File: config.mk
export PLATFORM = sky130hd
export DESIGN_NAME = tx_block_encoder
export DESIGN_NICKNAME = d
export VERILOG_FILES = /design/src/rtl/aurora_pkg.sv /design/src/rtl/tx_scrambler.sv /design/src/rtl/tx_block_encoder.sv
export SDC_FILE = /design/constraint.sdc
export NUM_CORES = 1
export LEC_CHECK = 0
export ABC_AREA = 0
export BUFFER_PORTS_ARGS = -buffer_cell sky130_fd_sc_hd__buf_2
export CORE_MARGIN = 2
export CORE_UTILIZATION = 33
export DETAILED_ROUTE_END_ITERATION = 7
export PLACE_DENSITY = 0.54
export SYNTH_ARGS = -nofsm -noshare
export SYNTH_HDL_FRONTEND = slang
export SYNTH_SLANG_ARGS = --single-unit
File: constraint.sdc
create_clock -name clk -period 5.6 [get_ports clk]
set_input_delay 0.28 -clock clk [delete_from_list [all_inputs] [get_ports clk]]
set_output_delay 0.28 -clock clk [all_outputs]
set_load 0.03 [all_outputs]
File: src/rtl/aurora_pkg.sv
`default_nettype none
// ============================================================================
//  Module   : aurora_pkg
//  Purpose  : Shared TX-lane types and constants: ordered-set codes from
//             data_controller, 64B/66B block-type fields, sync headers and
//             scrambler width.
//  Ports    : (package, none)
//  Revision : 1.0  initial release
// ============================================================================
package aurora_pkg;

    localparam int AXI_DATA_SIZE = 64;

    // Ordered-set request coming from data_controller
    typedef enum logic [1:0] {
        NONE = 2'd0,
        SCP  = 2'd1,
        I    = 2'd2,
        ECP  = 2'd3
    } ordered_sets_e;

    // Block-type fields carried in the low byte of a control block
    localparam logic [7:0] BTF_IDLE = 8'h78;
    localparam logic [7:0] BTF_CC   = 8'h80;
    localparam logic [7:0] BTF_SCP  = 8'h1E;
    localparam logic [7:0] BTF_ECP  = 8'hE1;

    // 64B/66B sync headers
    localparam logic [1:0] SYNC_DATA = 2'b01;
    localparam logic [1:0] SYNC_CTRL = 2'b10;

    // Scrambler polynomial x^58 + x^39 + 1
    localparam int SCR_WIDTH = 58;

    // Frame tracking state of the encoder
    typedef enum logic {
        OUT_FRAME = 1'b0,
        IN_FRAME  = 1'b1
    } frame_state_e;

    // Control-block payload before scrambling: BTF in the low byte, rest zero
    function automatic logic [AXI_DATA_SIZE-1:0] ctrl_payload(input logic [7:0] btf);
        return {56'h0, btf};
    endfunction

endpackage
`default_nettype wire

File: src/rtl/tx_scrambler.sv
`default_nettype none
// ============================================================================
//  Module   : tx_scrambler
//  Purpose  : Self-synchronous x^58+x^39+1 scrambler for one 64-bit payload
//             per clock. Combinational 64-bit unroll of the serial scrambler,
//             processing bit 0 first, with a registered 58-bit state.
//  Ports    : clk       in   clock, posedge
//             rst_n     in   synchronous active-low reset (loads seed)
//             seed      in   SCR_WIDTH  state loaded on reset
//             data_in   in   64         plain payload of the current block
//             data_out  out  64         scrambled payload (combinational)
//  Revision : 1.0  initial release
// ============================================================================
module tx_scrambler
    import aurora_pkg::*;
(
    input  logic                     clk,
    input  logic                     rst_n,
    input  logic [SCR_WIDTH-1:0]     seed,
    input  logic [AXI_DATA_SIZE-1:0] data_in,
    output logic [AXI_DATA_SIZE-1:0] data_out
);

    logic [SCR_WIDTH-1:0] scr_state;
    logic [SCR_WIDTH-1:0] scr_next;
    logic [SCR_WIDTH-1:0] work;
    logic                 bit_out;

    // Each scrambled bit is shifted back into the state before the next bit
    // is processed, so the loop carries the state through all 64 bits.
    always_comb begin
        work     = scr_state;
        bit_out  = 1'b0;
        data_out = '0;
        for (int k = 0; k < AXI_DATA_SIZE; k++) begin
            bit_out     = data_in[k] ^ work[38] ^ work[57];
            data_out[k] = bit_out;
            work        = {work[SCR_WIDTH-2:0], bit_out};
        end
        scr_next = work;
    end

    always_ff @(posedge clk) begin
        if (!rst_n) begin
            scr_state <= seed;
        end else begin
            scr_state <= scr_next;
        end
    end

endmodule
`default_nettype wire

File: src/rtl/tx_block_encoder.sv
`default_nettype none
// ============================================================================
//  Module   : tx_block_encoder
//  Purpose  : Builds one 64B/66B block per clock from the ordered-set request
//             and data word of data_controller. Tracks framing, inserts
//             clock-compensation blocks into idle slots and flags framing
//             violations. One clock of latency, no handshake.
//  Ports    : clk           in   clock, posedge
//             rst_n         in   synchronous active-low reset
//             ordered_sets  in   ordered_sets_e  NONE/SCP/I/ECP request
//             data_in       in   64   payload, used only for data blocks
//             tx_header     out  2    sync header (01 data, 10 control)
//             tx_data       out  64   scrambled payload
//             cc_sent       out  1    pulse: current block is CC
//             frame_err     out  1    pulse: framing violation
//  Revision : 1.0  initial release
// ============================================================================
module tx_block_encoder
    import aurora_pkg::*;
#(
    parameter int                   CC_PERIOD = 5000,
    parameter logic [SCR_WIDTH-1:0] SCR_SEED  = 58'h3FF_FFFF_FFFF_FFFF
) (
    input  logic                     clk,
    input  logic                     rst_n,
    input  ordered_sets_e            ordered_sets,
    input  logic [AXI_DATA_SIZE-1:0] data_in,
    output logic [1:0]               tx_header,
    output logic [AXI_DATA_SIZE-1:0] tx_data,
    output logic                     cc_sent,
    output logic                     frame_err
);

    localparam int                CNT_W   = $clog2(CC_PERIOD);
    localparam logic [CNT_W-1:0]  CC_LAST = CNT_W'(CC_PERIOD - 1);

    frame_state_e               state;
    frame_state_e               state_next;
    logic [CNT_W-1:0]           cc_cnt;
    logic                       cc_pending;
    logic                       cc_pending_next;
    logic                       cc_wrap;
    logic                       cc_avail;
    logic                       idle_slot;
    logic                       cc_fire;
    logic                       err_next;
    logic [1:0]                 hdr_next;
    logic [AXI_DATA_SIZE-1:0]   payload;
    logic [AXI_DATA_SIZE-1:0]   payload_scr;

    // A wrap in this very cycle can already be served by an idle slot.
    assign cc_wrap  = (cc_cnt == CC_LAST);
    assign cc_avail = cc_pending | cc_wrap;

    always_comb begin
        state_next = state;
        hdr_next   = SYNC_CTRL;
        payload    = ctrl_payload(BTF_IDLE);
        idle_slot  = 1'b0;
        err_next   = 1'b0;
        case (ordered_sets)
            SCP: begin
                payload    = ctrl_payload(BTF_SCP);
                err_next   = (state == IN_FRAME);
                state_next = IN_FRAME;
            end
            ECP: begin
                if (state == IN_FRAME) begin
                    payload    = ctrl_payload(BTF_ECP);
                    state_next = OUT_FRAME;
                end else begin
                    // Stray ECP degrades to an idle slot so CC can still go out
                    idle_slot = 1'b1;
                    err_next  = 1'b1;
                end
            end
            I: begin
                idle_slot = 1'b1;
            end
            default: begin
                if (state == IN_FRAME) begin
                    hdr_next = SYNC_DATA;
                    payload  = data_in;
                end else begin
                    idle_slot = 1'b1;
                end
            end
        endcase

        cc_fire = idle_slot & cc_avail;
        if (cc_fire) begin
            payload = ctrl_payload(BTF_CC);
        end
        // Pending requests collapse into one; only an idle slot clears it.
        cc_pending_next = cc_fire ? 1'b0 : cc_avail;
    end

    tx_scrambler u_scrambler (
        .clk      (clk),
        .rst_n    (rst_n),
        .seed     (SCR_SEED),
        .data_in  (payload),
        .data_out (payload_scr)
    );

    always_ff @(posedge clk) begin
        if (!rst_n) begin
            state      <= OUT_FRAME;
            cc_cnt     <= '0;
            cc_pending <= 1'b0;
            tx_header  <= SYNC_CTRL;
            tx_data    <= '0;
            cc_sent    <= 1'b0;
            frame_err  <= 1'b0;
        end else begin
            state      <= state_next;
            cc_cnt     <= cc_wrap ? '0 : cc_cnt + 1'b1;
            cc_pending <= cc_pending_next;
            tx_header  <= hdr_next;
            tx_data    <= payload_scr;
            cc_sent    <= cc_fire;
            frame_err  <= err_next;
        end
    end

endmodule
`default_nettype wire

==> flow_metrics.env, run 1 <==
export IMPL_synth_seq_cells=141
export IMPL_portBuffers=135
export IMPL_grt_max_degree=85
export IMPL_coreArea_um2=18700
export IMPL_clockBufferDepth=2
export IMPL_placed_cell_area_um2=7130
export IMPL_wl_um=16900
export IMPL_ys_types=49
export IMPL_synth_nets=726
export IMPL_routabilityCongestion=0.800
export IMPL_vias=4935
export IMPL_fin_area_um2=7740
export IMPL_rows=50
export IMPL_max_slew_margin=0.423
export IMPL_antenna_left=0
export IMPL_cpMaxStageDelayCell="or4_1"
export IMPL_drc=0
export IMPL_drtPass1Iterations=7
export IMPL_peakVddDrop_mv=0.268
export IMPL_dp_hpwl_um=11900
export IMPL_p_leak_nw=3.19
export IMPL_path_cells="nand2b_1 > and3_1 > or4_1 > a211oi_2 > o21ai_1"
export IMPL_tightest_slew_ns=0.865
export IMPL_setup_viol=0
export IMPL_cp_end_kind="register"
export IMPL_vias_per_cell=4.82
export IMPL_rsz0062_at_grt="no"
export IMPL_die_w_um=142
export IMPL_htreeDepth=4
export IMPL_layout_commonest_cell="dfxtp_1"
export IMPL_synth_area_per_cell_um2=9.60
export IMPL_path_class="reg -> reg"
export IMPL_grt_pass1_wl_um=25800
export IMPL_rr_endpoint="u_scrambler.scr_state[24]"
export IMPL_yosys_warnings=0
export IMPL_fmax_ghz=0.410
export IMPL_cp_depth=5
export IMPL_clk_latency_ns=0.42
export IMPL_cts_setup_buffers=0
export IMPL_hp_class="in -> reg"
export IMPL_period_share=0.436
export IMPL_cp_data_required_time_ns=5.86
export IMPL_clkSinkCount=141
export IMPL_antenna_found_initial=2
export IMPL_fin_ws_ns=3.16
export IMPL_fin_setup_tns_ns=0
export IMPL_p_per_area_nw_per_um2=641
export IMPL_grt_usage=0.169
export IMPL_crit_start="state"
export IMPL_pre_cts_ws_ns=2.90
export IMPL_critPathLaunchType="register"
export IMPL_wl_per_cell_um=16.5
export IMPL_num_nets_final=849
export IMPL_critPathArrivalTime_ns=2.70
export IMPL_synthesis_area_um2=6270
export IMPL_grt_pass1_vias=4814
export IMPL_synth_seq_area_share=0.450
export IMPL_syn_to_final_growth_pct=23.4
export IMPL_drive_gt1_frac=0.237
export IMPL_clock_root_buffer="clkbuf_16"
export IMPL_total_power_mw=4.96
export IMPL_synthTopCellsByArea="dfxtp_1 45%, xnor2_1 10%, xor2_1 6.8%"
export IMPL_critical_path_max_stage_delay_ns=0.64
export IMPL_final_cell_mix="141 x dfxtp_1, 135 x buf_2, 74 x xnor2_1"
export IMPL_finalMaxSlewViolations=0
export IMPL_reg2reg_depth=5
export IMPL_dieArea_um2=20100
export IMPL_synthArstFlopShare=0
export IMPL_netlist_instances=653
export IMPL_cp_max_fo=16
export IMPL_synth_edf_count=0
export IMPL_period_minus_slack_ns=2.44
export IMPL_initialDrtViolationCount=278
export IMPL_clk_pin_slew_ns=0.06
export IMPL_hold_buffers=0
export IMPL_cp_top_family="simple AND/OR/NAND/NOR gates"
export IMPL_dieHeight_um=142
export IMPL_endpoint="u_scrambler.scr_state[24]"
export IMPL_skew_ns=0.00973
export IMPL_r2r_start="state"
export IMPL_cts_tree="yes"
export IMPL_cts_resized=0
export IMPL_hold_violations=0
export IMPL_synth_flop_cell="dfxtp_1"
export IMPL_synth_top_area_share=0.450
export IMPL_synth_top_cell_by_area="dfxtp_1"
export IMPL_start_util=0.335
export IMPL_status="complete, no violations"
export IMPL_crit_buf_inv=0
export IMPL_r2r_slack_ns=3.16
export IMPL_drv_cap=0
export IMPL_numCtsBuffers=17
export IMPL_num_io_pins=136
export IMPL_grt_overflow=0
logic make-up after synthesis:
logic type	synth area share
and+or+nand+nor	0.216
DFF	0.450
xor gates and xnor gates	0.172
AOI/OAI and AO/OA	0.119
buffers and inverters	0.0331
adders and majority gates	0.00998
tightest hold or removal path, cell delays in order:
cell,delay [ns]
buf_2,0.10
nand3_1,0.07
xnor2_1,0.12
or2_1,0.09
power breakdown:
group | switching (mW) | leakage, nW | internal, mW
logic | 1.28 | 1.73 | 0.891
registers | 0.230 | 1.17 | 1.42
clock network | 0.458 | 0.289 | 0.689
total | 1.97 | 3.19 | 3.00
layer usage:
metal	vias up	part of all wire	global-route usage
met4	2	0.014	0.0616
met1	2285	0.48	0.223
li1	2514	-	-
met2	113	0.47	0.271
met3	21	0.038	0.0381
met5	-	0.00071	0
cell usage after synthesis (9+ instances only):
cell and n:
xnor2_1 74, xor2_1 49, clkbuf_1 28, a21oi_1 13
dfxtp_1 141, or2_1 14, nand2_1 17, o211ai_1 9
nand2b_1 25, and2_1 40, o31ai_1 15, nor3_1 19
nand3_1 51, inv_1 12, a31oi_1 15, nor2_1 23
stage by stage:
stage	utilization	cells	hold WS [ns]
final	0.414	1024	0.264
after global routing	0.414	1024	0.282
after CTS	0.414	1023	0.257
after detailed placement	0.381	991	0.444
after global placement	0.381	991	0.435
after floorplan	-	653	0.418
sequential cells by signal (all words and copies together), names as in the netlist:
register / cells
cc_cnt: 13
state: 1
u_scrambler.scr_state: 58
frame_err: 1
tx_data: 64
cc_pending: 1
cc_sent: 1
tx_header: 2
worst min path at each step:
stage,from,to,slack (ns),depth (start not counted)
2_1_floorplan,cc_cnt[0],cc_cnt[0],0.42,1
3_3_place_gp,cc_cnt[0],cc_cnt[0],0.44,1
3_5_place_dp,cc_cnt[0],cc_cnt[0],0.44,1
4_1_cts,data_in[37],u_scrambler.scr_state[26],0.26,4
5_1_grt,data_in[37],u_scrambler.scr_state[26],0.28,4
6_report,data_in[37],u_scrambler.scr_state[26],0.26,4
layout make-up:
class                           instances  area (um^2)
Tap cell                              234          293
Multi-Input combinational cell        465         3270
Inverter                               13         48.8
Sequential cell                       141         2820
Clock buffer                           19          453
Timing Repair Buffer                  138          698
Clock inverter                         13          155
Fill cell                            1869        11000
Antenna cell                            1         2.50
No activity file was read; power rests on OpenSTA's default activity.
==> run 2, diff against run 1 <==
clock period = 2.3 ns   (was 5.6 ns; I/O delays follow)
==> run 2 against run 1 <==
- worst hold slack worse by 0.19 ns
- register-to-register slack worse by 3.0 ns
- routed wire length is 3.5% higher
- flip-flop and latch count stayed put
- combinational power is 150% higher
- clock power is 130% higher
- critical path depth is 2 higher
- maximum frequency is 13% higher
- first-iteration DRC count is 4.7% higher
- clock skew hardly changed
- non-clock buffer count is 39 higher
- largest cell class unchanged
- largest power group unchanged
==> flow_metrics.env, run 2 (same netlist as run 1, synthesis figures left out) <==
export IMPL_status="complete, no violations"
export IMPL_clkSinkCount=141
export IMPL_final_cell_mix="141 x dfxtp_1, 135 x buf_2, 74 x xnor2_1"
export IMPL_dieArea_um2=20100
export IMPL_rsz0062_at_grt="no"
export IMPL_vias_per_cell=4.85
export IMPL_drive_gt1_frac=0.273
export IMPL_antenna_found_initial=1
export IMPL_dieHeight_um=142
export IMPL_drc=0
export IMPL_p_leak_nw=3.41
export IMPL_grt_max_degree=63
export IMPL_clk_latency_ns=0.44
export IMPL_clockBufferDepth=2
export IMPL_clock_root_buffer="clkbuf_16"
export IMPL_antenna_left=0
export IMPL_peakVddDrop_mv=0.542
export IMPL_drtPass1Iterations=5
export IMPL_hold_ws_ns=0.0770
export IMPL_path_class="reg -> reg"
export IMPL_hold_buffers=0
export IMPL_portBuffers=135
export IMPL_hold_violations=0
export IMPL_cp_data_required_time_ns=2.66
export IMPL_period_share=0.939
export IMPL_max_slew_margin=0.647
export IMPL_clk_pin_slew_ns=0.07
export IMPL_reg_top3="tx_data: 64 flops, u_scrambler.scr_state: 58 flops, cc_cnt: 13 flops"
export IMPL_vias=5162
export IMPL_critPathLaunchType="register"
export IMPL_grt_usage=0.173
export IMPL_grt_overflow=0
export IMPL_critPathArrivalTime_ns=2.52
export IMPL_tightest_slew_ns=0.530
export IMPL_total_power_mw=12.0
export IMPL_fin_setup_tns_ns=0
export IMPL_initialDrtViolationCount=291
export IMPL_skew_ns=0.00982
export IMPL_grt_pass1_vias=4913
export IMPL_finalNonFillerCells=1064
export IMPL_rows=50
export IMPL_dp_cells=1026
export IMPL_cts_tree="yes"
export IMPL_cp_end_kind="register"
export IMPL_num_nets_final=889
export IMPL_wl_um=17500
export IMPL_cts_setup_buffers=0
export IMPL_htreeDepth=4
export IMPL_setup_viol=0
export IMPL_coreArea_um2=18700
export IMPL_finalMaxSlewViolations=0
export IMPL_grt_pass1_wl_um=26300
export IMPL_layout_commonest_cell="dfxtp_1"
export IMPL_start_util=0.335
export IMPL_num_io_pins=136
export IMPL_wl_per_cell_um=16.5
export IMPL_largest_reg_flops=64
export IMPL_fillers=1833
export IMPL_drv_cap=0
export IMPL_hp_class="in -> reg"
export IMPL_regMostFlops="tx_data"
export IMPL_cts_resized=0
export IMPL_syn_to_final_growth_pct=28.5
export IMPL_numCtsBuffers=17
export IMPL_dp_hpwl_um=12700
export IMPL_routabilityCongestion=0.802
export IMPL_period_minus_slack_ns=2.16
export IMPL_cp_max_fo=12
export IMPL_die_w_um=142
export IMPL_fin_util=0.431
export IMPL_fmax_ghz=0.463
export IMPL_p_per_area_nw_per_um2=1490
## run 2: power by group
part	internal [mW]	switching (mW)	total, mW	leakage (nW)
sequential	3.44	0.570	4.01	1.17
clock	1.44	1.22	2.66	0.285
combinational	2.22	3.11	5.32	1.95
total	7.10	4.90	12.0	3.41
## run 2: worst paths after layout
| path | from | endpoint | slack (ns) | cells past startpoint |
|---|---|---|---|---|
| setup / recovery | cc_cnt[11] | tx_data[61] | 0.14 | 7 |
| hold / removal | rst_n | u_scrambler.scr_state[9] | 0.08 | 2 |
| setup reg to reg | cc_cnt[11] | tx_data[61] | 0.14 | 7 |
| hold reg to reg | cc_cnt[0] | cc_cnt[0] | 0.46 | 1 |
## run 2: worst max-delay path: stages (launching register included)
cell	delay (ns)
dfxtp_1	0.41
nor4b_4	0.06
buf_4	0.16
buf_4	0.15
o2111a_2	0.25
or4_1	0.58
a211o_1	0.33
a21oi_1	0.15
## run 2: area by class of cell
cell class | count | area (um^2) | share of cell area
clock buffers | 17 | 425 | 0.0528
diodes | 1 | 2.50 | 0.000310
well taps | 234 | 293 | 0.0363
inverters | 13 | 48.8 | 0.00605
multi-input cells | 466 | 3280 | 0.407
clock inverters | 15 | 148 | 0.0183
flip-flops and latches | 141 | 2820 | 0.350
repair buffers | 177 | 1040 | 0.129
## run 2: stage by stage
step                      setup slack, ns  instance area, um^2
after floorplan                     0.168                 6270
after global placement             0.0474                 7440
after detailed placement          -0.0125                 7440
after CTS                           0.145                 8020
after global routing              0.00316                 8060
final                               0.140                 8060
## run 2: layer usage
layer	part of all wire	track usage	routed length (um)	up-vias
met5	0	0	0	-
li1	-	-	-	2604
met4	0.023	0.0689	404	0
met3	0.045	0.0398	782	31
met2	0.46	0.278	8010	145
met1	0.47	0.226	8300	2382
==> run 3, diff against run 2 <==
--- a/config.mk
+++ b/config.mk
@@ -8,8 +8,9 @@
 export ABC_AREA = 0
 export BUFFER_PORTS_ARGS = -buffer_cell sky130_fd_sc_hd__buf_2
+export CORE_ASPECT_RATIO = 0.8
 export CORE_MARGIN = 2
 export CORE_UTILIZATION = 33
 export DETAILED_ROUTE_END_ITERATION = 7
-export PLACE_DENSITY = 0.54
+export PLACE_DENSITY = 0.52
 export SYNTH_ARGS = -nofsm -noshare
 export SYNTH_HDL_FRONTEND = slang
==> constraint.sdc (replaced) <==
create_clock -name clk -period 2.3 [get_ports clk]
set_input_delay 0 -clock clk [delete_from_list [all_inputs] [get_ports clk]]
set_output_delay 0 -clock clk [all_outputs]
set_load 0.03 [all_outputs]
==> run 3 against run 2 <==
- flip-flop and latch count did not move
- clock skew down 0.0023 ns
- final area fell by 0.11%
- critical path depth shrank 1
- non-clock buffer count down 9
- highest routed layer unchanged
==> flow_metrics.env, run 3 (same netlist as run 1, synthesis figures left out) <==
export IMPL_fillers=1895
export IMPL_num_nets_final=880
export IMPL_start_util=0.333
export IMPL_largest_reg_flops=64
export IMPL_drive_gt1_frac=0.255
export IMPL_fin_util=0.428
export IMPL_wl_per_cell_um=16.8
export IMPL_numCtsBuffers=17
export IMPL_multi_input_area_um2=3280
export IMPL_hp_class="in -> reg"
export IMPL_rows=45
export IMPL_syn_to_final_growth_pct=28.4
export IMPL_dp_hpwl_um=13000
export IMPL_cp_data_required_time_ns=2.65
export IMPL_dp_cells=1030
export IMPL_p_leak_nw=3.34
export IMPL_vias_per_cell=4.89
export IMPL_final_cell_mix="139 x dfxtp_1, 135 x buf_2, 74 x xnor2_1"
export IMPL_skew_ns=0.00756
export IMPL_rsz0062_at_grt="no"
export IMPL_clkSinkCount=141
export IMPL_clockBufferDepth=2
export IMPL_cts_tree="yes"
export IMPL_path_cells="ha_1 > and4_4 > o2111a_2 > or4_1 > a211o_1 > a21oi_1"
export IMPL_path_class="reg -> reg"
export IMPL_grt_usage=0.178
export IMPL_p_per_area_nw_per_um2=1510
export IMPL_max_slew_margin=0.654
export IMPL_die_w_um=158
export IMPL_reg_top3="tx_data: 64 flops, u_scrambler.scr_state: 58 flops, cc_cnt: 13 flops"
export IMPL_portBuffers=135
export IMPL_cp_max_fo=13
export IMPL_cpMaxStageDelayCell="or4_1"
export IMPL_antenna_left=0
export IMPL_tightest_slew_ns=0.514
export IMPL_status="complete, no violations"
export IMPL_antenna_found_initial=0
export IMPL_wl_um=18100
export IMPL_critical_path_max_stage_delay_ns=0.58
export IMPL_hp_start="data_in[30]"
export IMPL_hold_violations=0
export IMPL_regMostFlops="tx_data"
export IMPL_setup_viol=0
export IMPL_r2r_slack_ns=0.10
export IMPL_drtPass1Iterations=4
export IMPL_peakVddDrop_mv=0.556
export IMPL_htreeDepth=4
export IMPL_period_minus_slack_ns=2.20
export IMPL_grt_pass1_vias=5177
export IMPL_hold_depth=4
export IMPL_critPathLaunchType="register"
export IMPL_initialDrtViolationCount=383
export IMPL_clk_pin_slew_ns=0.06
export IMPL_drv_cap=0
export IMPL_clock_root_buffer="clkbuf_16"
export IMPL_fin_setup_tns_ns=0
export IMPL_finalNonFillerCells=1078
export IMPL_dieArea_um2=20100
export IMPL_r2r_start="cc_cnt[0]"
export IMPL_num_io_pins=136
export IMPL_dieHeight_um=127
export IMPL_hold_ws_ns=0.00412
export IMPL_finalMaxSlewViolations=0
export IMPL_routabilityCongestion=0.848
export IMPL_grt_max_degree=57
export IMPL_layout_commonest_cell="dfxtp_1"
export IMPL_reg2reg_depth=6
export IMPL_register_area_um2=2830
export IMPL_drc=0
export IMPL_vias=5267
export IMPL_coreArea_um2=18800
export IMPL_fmax_ghz=0.455
export IMPL_cp_end_kind="register"
export IMPL_grt_overflow=0
export IMPL_crit_start="cc_cnt[0]"
export IMPL_critPathArrivalTime_ns=2.55
export IMPL_diodes=0
export IMPL_grt_pass1_wl_um=27200
export IMPL_period_share=0.956
export IMPL_clk_latency_ns=0.42
[run 3: where the power goes]
group | internal [mW] | switching, mW | leakage, nW
clock network | 1.65 | 1.10 | 0.282
logic | 2.20 | 3.18 | 1.89
registers | 3.45 | 0.575 | 1.17
total | 7.30 | 4.85 | 3.34
[run 3: worst max-delay path: cells and delay by family, from the launching register on]
family / cells / cell delay [ns]
flops: 1 / 0.32
fa+ha+maj: 1 / 0.25
compound gates: 3 / 0.74
simple gates: 2 / 0.81
[run 3: worst paths after layout]
kind	to
hold / removal	u_scrambler.scr_state[33]
setup / recovery	tx_data[60]
hold reg to reg	cc_cnt[0]
setup reg to reg	tx_data[60]
[run 3: what timing repair did]
item | 4_1_cts | 5_1_grt
hold buffers | 10 | 0
resized for setup | 0 | 2
endpoints found under the hold margin | 9 | 0
endpoints found under the setup margin | 0 | 20
buffers inserted | 0 | 5
[run 3: per-stage QoR]
stage / setup WS, ns / power (mW) / instance area, um^2
2_1_floorplan: 0.168 / 7.94 / 6270
3_3_place_gp: 0.124 / 9.39 / 7310
6_report: 0.100 / 12.2 / 8050
4_1_cts: 0.0815 / 12.2 / 8000
3_5_place_dp: 0.0726 / 9.41 / 7310
5_1_grt: 0.0111 / 12.9 / 8050
[run 3: layout make-up]
cell class,count,share of cell area
Clock inverter,13,0.0169
Sequential cell,141,0.351
Inverter,13,0.00606
Clock buffer,19,0.0563
Multi-Input combinational cell,466,0.407
Timing Repair Buffer,168,0.122
Tap cell,258,0.0401
[run 3: routing by layer]
metal / part of all wire / global-route usage / wire length (um)
met1: 0.47 / 0.239 / 8510
met5: 0 / 0 / 0
met4: 0.023 / 0.0647 / 421
met3: 0.063 / 0.0478 / 1130
met2: 0.44 / 0.277 / 7990
